File: src/rtl/fc_weight_loader.sv
// fc_weight_loader
// Packs a byte-serial stream of signed weights into 16-lane rows and writes
// each row to the FC weight memory with a one-cycle active-low strobe.
// Optional feature: define FC_LOADER_CHECKSUM_EN to append a modular checksum
// byte after the last row and report a mismatch on load_error.

module fc_weight_loader #(
  parameter int DATA_WIDTH       = 8,
  parameter int FLATTENED_LENGTH = 432
) (
  input  logic                         clk,
  input  logic                         rst,
  input  logic                         start,
  input  logic                         abort,
  input  logic                         in_valid,
  input  logic signed [DATA_WIDTH-1:0] in_data,
  output logic                         in_ready,
  output logic                         fullyconnected_WrEn,
  output logic [4:0]                   address_w,
  output logic signed [DATA_WIDTH-1:0] fullyconnected_weights_input [16],
  output logic                         busy,
  output logic                         done,
  output logic                         load_error
);

  localparam int         NUM_ROWS = FLATTENED_LENGTH / 16;
  localparam logic [4:0] LAST_ROW = 5'(NUM_ROWS - 1);

  typedef enum logic [2:0] {
    IDLE  = 3'd0,
    FILL  = 3'd1,
    WRITE = 3'd2,
`ifdef FC_LOADER_CHECKSUM_EN
    CHECK = 3'd3,
`endif
    DONE  = 3'd4
  } state_t;

  state_t     state;
  state_t     next_state;
  logic [3:0] lane_cnt;
  logic [4:0] row_cnt;
  logic       take_byte;
`ifdef FC_LOADER_CHECKSUM_EN
  logic       take_check;
`endif

  // State register; reset drops straight back to IDLE mid-load
  always_ff @(posedge clk or negedge rst) begin
    if (!rst) begin
      state <= IDLE;
    end else begin
      state <= next_state;
    end
  end

  // Next-state decode; abort always wins over a transfer in the same cycle
  always_comb begin
    next_state = state;
    take_byte  = 1'b0;
`ifdef FC_LOADER_CHECKSUM_EN
    take_check = 1'b0;
`endif
    case (state)
      IDLE: begin
        if (start) next_state = FILL;
      end
      FILL: begin
        if (abort) begin
          next_state = IDLE;
        end else if (in_valid && in_ready) begin
          take_byte = 1'b1;
          if (lane_cnt == 4'd15) next_state = WRITE;
        end
      end
      WRITE: begin
        if (abort) begin
          next_state = IDLE;
        end else if (row_cnt == LAST_ROW) begin
`ifdef FC_LOADER_CHECKSUM_EN
          next_state = CHECK;
`else
          next_state = DONE;
`endif
        end else begin
          next_state = FILL;
        end
      end
`ifdef FC_LOADER_CHECKSUM_EN
      CHECK: begin
        if (abort) begin
          next_state = IDLE;
        end else if (in_valid && in_ready) begin
          take_check = 1'b1;
          next_state = DONE;
        end
      end
`endif
      DONE: begin
        next_state = IDLE;
      end
      default: begin
        next_state = IDLE;
      end
    endcase
  end

  // Registered outputs decoded from the next state, plus lane/row datapath
  always_ff @(posedge clk or negedge rst) begin
    if (!rst) begin
      in_ready            <= 1'b0;
      fullyconnected_WrEn <= 1'b1;
      address_w           <= 5'd0;
      busy                <= 1'b0;
      done                <= 1'b0;
      lane_cnt            <= 4'd0;
      row_cnt             <= 5'd0;
      for (int k = 0; k < 16; k++) begin
        fullyconnected_weights_input[k] <= '0;
      end
    end else begin
`ifdef FC_LOADER_CHECKSUM_EN
      in_ready <= (next_state == FILL) || (next_state == CHECK);
`else
      in_ready <= (next_state == FILL);
`endif
      fullyconnected_WrEn <= (next_state != WRITE);
      busy                <= (next_state != IDLE);
      done                <= (next_state == DONE);
      if (next_state == WRITE) begin
        address_w <= row_cnt;
      end
      if (state == IDLE && start) begin
        lane_cnt <= 4'd0;
        row_cnt  <= 5'd0;
      end
      if (take_byte) begin
        fullyconnected_weights_input[lane_cnt] <= in_data;
        lane_cnt                               <= lane_cnt + 4'd1;
      end
      if (state == WRITE && next_state == FILL) begin
        row_cnt <= row_cnt + 5'd1;
      end
    end
  end

`ifdef FC_LOADER_CHECKSUM_EN
  logic [DATA_WIDTH-1:0] sum;

  // Wrapping sum of accepted weights, compared against the trailing checksum byte
  always_ff @(posedge clk or negedge rst) begin
    if (!rst) begin
      sum        <= '0;
      load_error <= 1'b0;
    end else begin
      if (state == IDLE && start) begin
        sum        <= '0;
        load_error <= 1'b0;
      end else if (take_byte) begin
        sum <= sum + in_data;
      end
      if (take_check) begin
        load_error <= (sum != in_data);
      end
    end
  end
`else
  assign load_error = 1'b0;
`endif

endmodule
File: config.mk
export PLATFORM = sky130hd
export DESIGN_NAME = fc_weight_loader
export DESIGN_NICKNAME = d
export VERILOG_FILES = /design/src/rtl/fc_weight_loader.sv
export SDC_FILE = /design/constraint.sdc
export NUM_CORES = 1
export LEC_CHECK = 0
export ABC_AREA = 1
export CORE_ASPECT_RATIO = 0.9
export CORE_MARGIN = 2
export CORE_UTILIZATION = 40
export CTS_CLUSTER_DIAMETER = 30
export DETAILED_ROUTE_END_ITERATION = 6
export DONT_BUFFER_PORTS = 1
export PLACE_DENSITY_LB_ADDON = 0.25
export SYNTH_ARGS = -nofsm -noshare
export SYNTH_HDL_FRONTEND = slang
export SYNTH_SLANG_ARGS = --single-unit
File: constraint.sdc
create_clock -name clk -period 1.8 [get_ports clk]
set_clock_uncertainty 0.2 [all_clocks]
set_input_delay 0.18 -clock clk [delete_from_list [all_inputs] [get_ports clk]]
set_output_delay 0.18 -clock clk [all_outputs]
set_load 0.02 [all_outputs]
Word level (Yosys, flattened, before mapping)
Index checks and enable logic that the tools add are counted.

Bits in registers: 149. Word-level logic and storage cells: 62.

Equal/unequal tests: 8. Reductions and logical operators: 8. Mux-type cells: 17. $lt $le $gt $ge: 2. Bitwise logic cells: 1. Add/subtract/negate cells: 2.

Operators by type and width (number): bitwise mux 128 bit (1); demux 8 bit (select 4 bit) (1); two-way mux 3 bit (6); two-way mux 5 bit (2); case mux 3 bit (3 select lines) (1); two-way mux 4 bit (2); two-way mux 8 bit (1); equality test 3 x 1 -> 1 bit (second input constant) (2); equality test 3 x 2 -> 1 bit (second input constant) (2); adder 5 x 1 -> 5 bit (second input constant) (1); equality test 5 bit (second input constant) (1); >= comparator 5 bit (second input constant) (1); < comparator 5 x 1 -> 1 bit (second input constant) (1); inverter 4 -> 5 bit (1); adder 4 x 1 -> 4 bit (second input constant) (1); equality test 4 bit (second input constant) (1); logical AND 1 bit (4); nonzero test 2 bit (2); equality test 3 bit (second input constant) (1); zero test 3 bit (1); two-way mux 1 bit (3); != test 3 x 2 -> 1 bit (second input constant) (1); nonzero test 3 bit (1).

Longest topological paths before layout
Gate-level depths: netlist of run 1.

Depth in word-level cells: 8. Depth in mapped cells: 9. Depth with buffers taken out: 9.

Worst setup path before layout of run 1
OpenSTA, ideal clock, no wires.

Path kind: reg-to-reg. From: register lane_cnt[0]. To: register address_w[1]. Required time: 1.483 ns. Library setup time: 0.117 ns. Cell stages (with the launch flop): 10. Path slack: 0.210 ns. Data arrival time: 1.273 ns. Buffers on the path: 1. Cell sequence: dfrtp_1 ha_1 inv_1 nor2_1 nand2_1 nor2_4 inv_2 buf_6 nand2_1 nand2_1.

Cells in the longest elaborated chain, start to end: 6.

RTL lines: start: declaration (RTL line 41) `logic [3:0] lane_cnt;`; start signal: assignment (RTL line 139) `lane_cnt <= lane_cnt + 4'd1;`; equality test 4 bit (RTL line 73) `if (lane_cnt == 4'd15) next_state = WRITE;`; two-way mux 3 bit (RTL line 73); two-way mux 3 bit (RTL line 71) `end else if (in_valid && in_ready) begin`; two-way mux 3 bit (RTL line 69) `if (abort) begin`; case mux 3 bit (3 select lines) (RTL line 64) `case (state)`; equality test 3 x 2 -> 1 bit (RTL line 130) `if (next_state == WRITE) begin`; end signal: assignment (RTL line 131) `address_w <= row_cnt;`; end: declaration (RTL line 19) `output logic [4:0] address_w,`.

Every way passes these cells. A chain may end at the register's enable or synchronous reset.

Final worst setup path of run 1
From: register state[1]. To: register fullyconnected_weights_input[60] (netlist name).

Cells in the longest elaborated chain, start to end: 2.

RTL lines: start: declaration (RTL line 39) `state_t state;`; start signal: assignment (RTL line 53) `state <= next_state;`; equality test 3 x 1 -> 1 bit (RTL line 64); two-way mux 1 bit (RTL line 64); end signal: indexed assignment (RTL line 138) `fullyconnected_weights_input[lane_cnt] <= in_data;`; end: declaration (RTL line 20) `output logic signed [DATA_WIDTH-1:0] fullyconnected_weights_input [16],`.

Every way passes these cells.

==> results by group, run 1 <==
Global routing
  – Initial antenna violation count: 0
  – Largest net degree at the start of global routing: 150
  – First-pass GRT wire length: between 20000 and 30000 um
  – Overflow after GRT: 0
  – GRT Total Usage: 0.2087
  – Vias in the first global route: between 4000 and 5000

Timing
  – Worst hold slack: -746.1 ps
  – Pins Over Slew Limit: 0
  – Tmin final: between 1500 and 2000 ps
  – Fin crit share: 0.9871
  – F_max: 562.8 MHz
  – Max-slew headroom: 0.2986
  – Number of setup violations in the final report: 0
  – Least-Margin Pin Slew: 1049 ps
  – RSZ-0062 raised after global routing: yes
  – Fin. Hold Viols: roughly 230

Final layout
  – Layout cells sized above 1: 0.1407
  – Seq. cell area: 3731 sq um
  – # fillers: roughly 1400
  – Cell area after layout: between 7000 and 8000 sq um
  – Finished Core Util: 0.4821
  – Antenna diode instance count: 0
  – Area of the multi-input gates: between 2000 and 2500 sq um
  – Fin cells: roughly 930
  – Area Growth Syn to Fin: 18.63%
  – Nets: ~740

Logic synthesis
  – Compound-Gate Fraction of Synth Area: 0.007229
  – Synth top cells by count: nand2_1 (301), dfrtp_1 (148), nand3_1 (138), clkbuf_1 (17), nor2_2 (17)
  – Post-Syn Area per Cell: about 9.0 sq um
  – Net Count, Synth: 713
  – Netlist Area Pre-Place: between 6000 and 7000 sq um
  – Area leader, netlist: dfrtp_1
  – Async set-reset flop share out of synthesis: 1.000
  – Post-synth top area share: 0.5944
  – Combinational family with the most area after synthesis: simple AND/OR/NAND/NOR gates
  – Area contributors post-synth: dfrtp_1 (59%), nand2_1 (18%), nand3_1 (11%), nor2_2 (1.7%), buf_4 (1.7%)
  – Post-Synth Adder-Cell Area: 0.01205
  – Ys Warns: 0
  – Register area share after synthesis: 0.5986
  – Most common cell in the netlist: nand2_1
  – Mux cell area share after synthesis: 0
  – Post-synth EDFFs: 0
  – Post-synthesis simple-gate area fraction: 0.3325
  – Main flop type after synthesis: dfrtp_1
  – Number of synthesized register bits: 149
  – Netlist cell types: 23
  – Xor/xnor share of the synthesized area: 0.005622
  – Cells after Synth: approximately 700

Floorplan
  – DIE HEIGHT: ~120 um
  – Site Rows: between 40 and 50
  – Die X: around 140 um
  – Core Area: approximately 15000 sq um
  – Die footprint: 16590 sq um
  – Initial core utilization: 0.4064
  – Io pins: roughly 150

Detailed routing
  – Post-DRT Antenna Nets: 0
  – DR vias: slightly below 5000
  – 1st-iter DRT viols: about 340
  – DRC viols: 2
  – WL per Instance: approximately 19 um
  – DRT Wirelength: around 17000 um
  – Number of vias per cell: around 5.3
  – DRT Pass-1 Iters: 7

Critical path
  – CP max-delay cell: dfrtp_1
  – CP startpoint: state[1]
  – WP data required: between 1500 and 2000 ps
  – CP peak stage delay: roughly 400 ps
  – Reg2Reg Depth: 8
  – Worst path top cell family by delay: simple AND/OR/NAND/NOR gates
  – WS Path Type: flip-flop to flip-flop
  – Worst r2r src: state[1]
  – CP Data Arrival Time: ~1900 ps
  – Cells along the critical path: nor2_2 > nand3_2 > nor2_4 > buf_12 > buf_4 > clkbuf_16 > nand3_1 > nand2_1
  – CP Buf/Inv Count: 3
  – Critical-path maximum fanout: 12
  – Instance count on the critical path: 8
  – R2R setup slack: about 23 ps
  – Startpoint types: flip-flop
  – R2r endpoint: fullyconnected_weights_input[60]
  – Element type at the critical path end: flip-flop

Pwr
  – Total power: 7734 uW
  – Static leakage: 0.004040 uW
  – Maximum vdd ir drop: about 0.65 mV
  – Cell Pwr Density: around 1000 nW/um^2

CTS
  – Clock sinks: approximately 150
  – Hold-fix buffers, CTS: 4
  – Clk buf depth: 2
  – Num CTS Buffers: 17
  – Clk_lat worst skew: approximately 420 ps
  – CTS tree: built
  – Clk pin slew, worst setup/hold paths: around 60 ps
  – Root buffer cell: clkbuf_16
  – H-Tree Depth: 4

Placement
  – Placement-stage cell area: 6526 sq um
  – IO buf count: 0
  – Routability cong.: 0.7667
  – Dpl hpwl: approximately 11000 um
  – Dpl cells: ~880

Worst hold path
  – Min-Delay Path Class: input pin to async pin

Outcome
  – Status: complete, but fails checks
  – Violated checks: design-rule violations, negative hold slack

Run
  – Max cap viols: 0
==> per-stage QoR <==
step / hold slack [ps] / setup TNS, ps / setup slack, ps
6_report: -746.1 / 0 / 23.26
5_1_grt: -771.1 / -343.6 / -34.59
4_1_cts: -758.9 / 0 / 1.720
3_5_place_dp: -312.2 / 0 / 16.70
3_3_place_gp: -312.2 / 0 / 77.38
2_1_floorplan: -315.6 / 0 / 210.4
==> worst reg2reg max path: stages, from the launching register on <==
cell	delay (ps)
dfrtp_1	400
nor2_2	150
nand3_2	110
nor2_4	200
buf_12	170
buf_4	150
clkbuf_16	150
nand3_1	60
nand2_1	110
==> logic make-up (layout without fill, tap and decap cells) <==
family	after synthesis	after routing
AOI/OAI and AO/OA	9	9
xor gates and xnor gates	4	4
adders and majority gates	6	6
buffers and inverters	51	89
DFF	149	149
other	1	1
and+or+nand+nor	474	474
==> layer usage <==
metal | track usage | routed length [um] | vias to the layer above
li1 | - | - | 2273
met1 | 0.2757 | 7314 | 2408
met2 | 0.3166 | 8115 | 204
met3 | 0.08426 | 1693 | 23
met4 | 0.06380 | 218 | 0
met5 | 0 | 0 | -
==> registers in the layout, summed over array words and instances, names as in the netlist <==
signal	count
in_ready	1
done	1
busy	1
fullyconnected_weights_input	128
state	3
address_w	5
lane_cnt	4
row_cnt	5
fullyconnected_WrEn	1
==> layout by cell type, fill, tap and decap left out, types with 2 or more instances in the layout <==
cell type	Yosys	final
nand2_1	301	294
dfrtp_1	148	147
nand3_1	138	138
buf_4	14	23
clkbuf_16	0	20
inv_1	15	15
nor2_4	1	10
nor2_2	17	8
nand2_2	1	8
nand2_4	8	8
o21ai_0	9	8
nor2_1	6	6
ha_1	6	6
buf_6	1	5
buf_12	1	5
clkbuf_1	17	4
dlygate4sd3_1	0	4
xor2_1	3	3
clkbuf_8	0	3
clkinv_2	0	3
clkinvlp_4	0	2
bufinv_16	0	2
==> cell type report <==
cell class	instances	area share
clock buffers	24	0.06517
clock inverters	8	0.01337
inverters	16	0.008463
multi-input cells	494	0.3103
flip-flops and latches	149	0.5047
well taps	202	0.03419
repair buffers	41	0.06381
==> where the power goes <==
part | internal [uW] | leakage [uW] | total, uW | switching, uW
sequential | 3510 | 0.00206 | 3810 | 308
combinational | 156 | 0.00170 | 412 | 255
clock | 2150 | 0.000280 | 3510 | 1360
==> repair_timing <==
| action | CTS | global route |
|---|---|---|
| gates resized for setup | 1 | 24 |
| buffers inserted | 0 | 11 |
| cloned | 0 | 3 |
| pin swaps | 0 | 2 |
| hold endpoints to repair | 283 | 229 |
| setup endpoints to repair | 1 | 128 |
==> worst max path at each step <==
| stage | to | slack [ps] |
|---|---|---|
| 2_1_floorplan | address_w[1] | 210 |
| 3_5_place_dp | fullyconnected_weights_input[70] | 20 |
| 5_1_grt | fullyconnected_weights_input[60] | -30 |
| 6_report | fullyconnected_weights_input[60] | 20 |
| 3_3_place_gp | address_w[3] | 80 |
| 4_1_cts | fullyconnected_weights_input[61] | 2 |
Power figures use the tool's default switching activity.
==> inputs of run 2 (changes only) <==
--- a/config.mk
+++ b/config.mk
@@ -12,6 +12,7 @@
 export CTS_CLUSTER_DIAMETER = 30
 export DETAILED_ROUTE_END_ITERATION = 6
 export DONT_BUFFER_PORTS = 1
+export HOLD_SLACK_MARGIN = 0.15
 export PLACE_DENSITY_LB_ADDON = 0.25
 export SYNTH_ARGS = -nofsm -noshare
 export SYNTH_HDL_FRONTEND = slang
==> results by group, run 2 (synthesized netlist as in run 1, its figures left out) <==
Outcome
  – Status: complete, but fails checks
  – Violated checks: negative hold slack

Timing
  – Setup TNS: 0 ps
  – Worst hold slack: -744.5 ps
  – RSZ-0062 raised after global routing: yes
  – Fin crit share: 0.9841
  – Tmin final: roughly 1800 ps
  – Least-Margin Pin Slew: between 1000 and 1500 ps
  – F_max: ~560 MHz
  – Number of setup violations in the final report: 0
  – Pins Over Slew Limit: 0
  – Fin. Hold Viols: roughly 230
  – Max-slew headroom: 0.2935

Final layout
  – Commonest non-fill, non-tap cell in the layout: nand2_1
  – Most frequent cells in the layout: nand2_1 (294), dfrtp_1 (147), nand3_1 (138)
  – Fin cells: between 900 and 1000
  – Top flop regs: fullyconnected_weights_input (128), address_w (5), row_cnt (5)
  – Nets: 740
  – Antenna diode instance count: 0
  – Number of flip-flops in the largest register: between 100 and 150
  – Largest Register: fullyconnected_weights_input
  – Finished Core Util: 0.4834
  – Layout cells sized above 1: 0.1403
  – Area Growth Syn to Fin: 18.96%

Placement
  – Routability cong.: about 0.77
  – Dpl cells: just under 900
  – IO buf count: 0
  – Dpl hpwl: between 10000 and 15000 um

Worst hold path
  – Min-Delay Path Class: input pin to async pin

Critical path
  – Critical-path maximum fanout: 12
  – Startpoint types: flip-flop
  – CP max-delay cell: dfrtp_1
  – Cells along the critical path: nor2_2 > nand3_2 > nor2_4 > buf_12 > buf_4 > clkbuf_16 > nand3_1 > nand2_1
  – CP Data Arrival Time: ~1900 ps
  – Element type at the critical path end: flip-flop
  – WS Path Type: flip-flop to flip-flop
  – CP peak stage delay: 400 ps
  – WP data required: about 2000 ps

Global routing
  – Initial antenna violation count: 0
  – First-pass GRT wire length: roughly 26000 um
  – Vias in the first global route: roughly 4600
  – Overflow after GRT: 0
  – GRT Total Usage: 0.2089
  – Largest net degree at the start of global routing: 150

CTS
  – Clk pin slew, worst setup/hold paths: 60 ps
  – CTS tree: built
  – Hold-fix buffers, CTS: 6
  – Clk buf depth: 2
  – Clock sinks: roughly 150
  – Num CTS Buffers: 17
  – H-Tree Depth: 4
  – Clk_lat worst skew: 420 ps
  – Root buffer cell: clkbuf_16

Pwr
  – Logic pwr share: 0.054
  – Maximum vdd ir drop: approximately 0.65 mV
  – Clock share of power: 0.453
  – Net Switching: slightly below 2000 uW
  – Static leakage: 0.004048 uW
  – Pint: between 5000 and 6000 uW
  – Sw frac: 0.2489
  – Cell Pwr Density: approximately 1000 nW/um^2
  – Sequential share of power: 0.493
  – Total power: 7740 uW

Detailed routing
  – Number of vias per cell: 5.213
  – DRT Wirelength: about 17000 um
  – Post-DRT Antenna Nets: 0
  – DRC viols: 0
  – DRT Pass-1 Iters: 4
  – DR vias: 4879
  – 1st-iter DRT viols: around 340
  – WL per Instance: between 15 and 20 um

Floorplan
  – DIE HEIGHT: 122.4 um
  – Initial core utilization: 0.4064
  – Site Rows: 43
  – Die footprint: ~17000 sq um
  – Io pins: 151
  – Die X: approximately 140 um
  – Core Area: 15330 sq um

Run
  – Max cap viols: 0
-- run 2: changes by cell type in the layout (fill, tap and decap cells not counted), sizes merged --
| cell | change |
|---|---|
| dlygate4sd3 | +2 |
-- run 2: layout make-up --
type | instances | area (sq um)
clock buffer | 24 | 481.7
clock inverter | 8 | 98.84
fill | 1445 | 7921
inverter | 16 | 62.56
multi-input combinational | 494 | 2293
sequential | 149 | 3731
tap | 202 | 252.7
timing repair buffer | 43 | 491.7
-- run 2: path summary, 6_finish.rpt --
path | slack (ps) | depth (start not counted) | start | end
max in group asynchronous | 1880 | 0 | rst | fullyconnected_weights_input[90]
setup reg to reg | 30 | 8 | state[1] | fullyconnected_weights_input[60]
min in group clk | -320 | 2 | in_data[5] | fullyconnected_weights_input[5]
hold / removal | -740 | 0 | rst | fullyconnected_weights_input[106]
setup / recovery | 30 | 8 | state[1] | fullyconnected_weights_input[60]
hold reg to reg | 360 | 1 | row_cnt[0] | row_cnt[0]
-- run 2: per-layer routing --
metal | routed length (um) | part of all wire | GRT usage
met1 | 7403 | 0.43 | 0.2759
met2 | 8135 | 0.47 | 0.3169
met3 | 1587 | 0.092 | 0.08426
met4 | 218 | 0.013 | 0.06380
met5 | 0 | 0 | 0
-- run 2: repair_timing --
action / CTS / global route
cloned: 0 / 3
resized for setup: 1 / 24
buffers inserted: 0 / 11
endpoints found under the setup margin: 1 / 128
pin swaps: 0 / 2
endpoints found under the hold margin: 293 / 229
-- run 2: power by group through the flow --
stage | Clock (uW) | Combinational, uW | Sequential (uW)
after floorplan | 0 | 280 | 3840
after global placement | 0 | 317 | 3870
after detailed placement | 0 | 328 | 3880
after CTS | 3560 | 368 | 3820
after global routing | 3710 | 468 | 3830
final | 3510 | 416 | 3810
-- run 2: worst max-delay path, delay by kind of cell, from the launching register on --
family	cells	cell delay [ps]
simple gates	5	630
buf+inv	3	460
flops	1	400
-- run 2: stage by stage --
step                      worst slack [ps]  cell area (sq um)
after global routing                -34.59               7412
final                                28.68               7412
after detailed placement             16.70               6526
after floorplan                      210.4               6231
after global placement               77.38               6526
after CTS                            1.720               7172
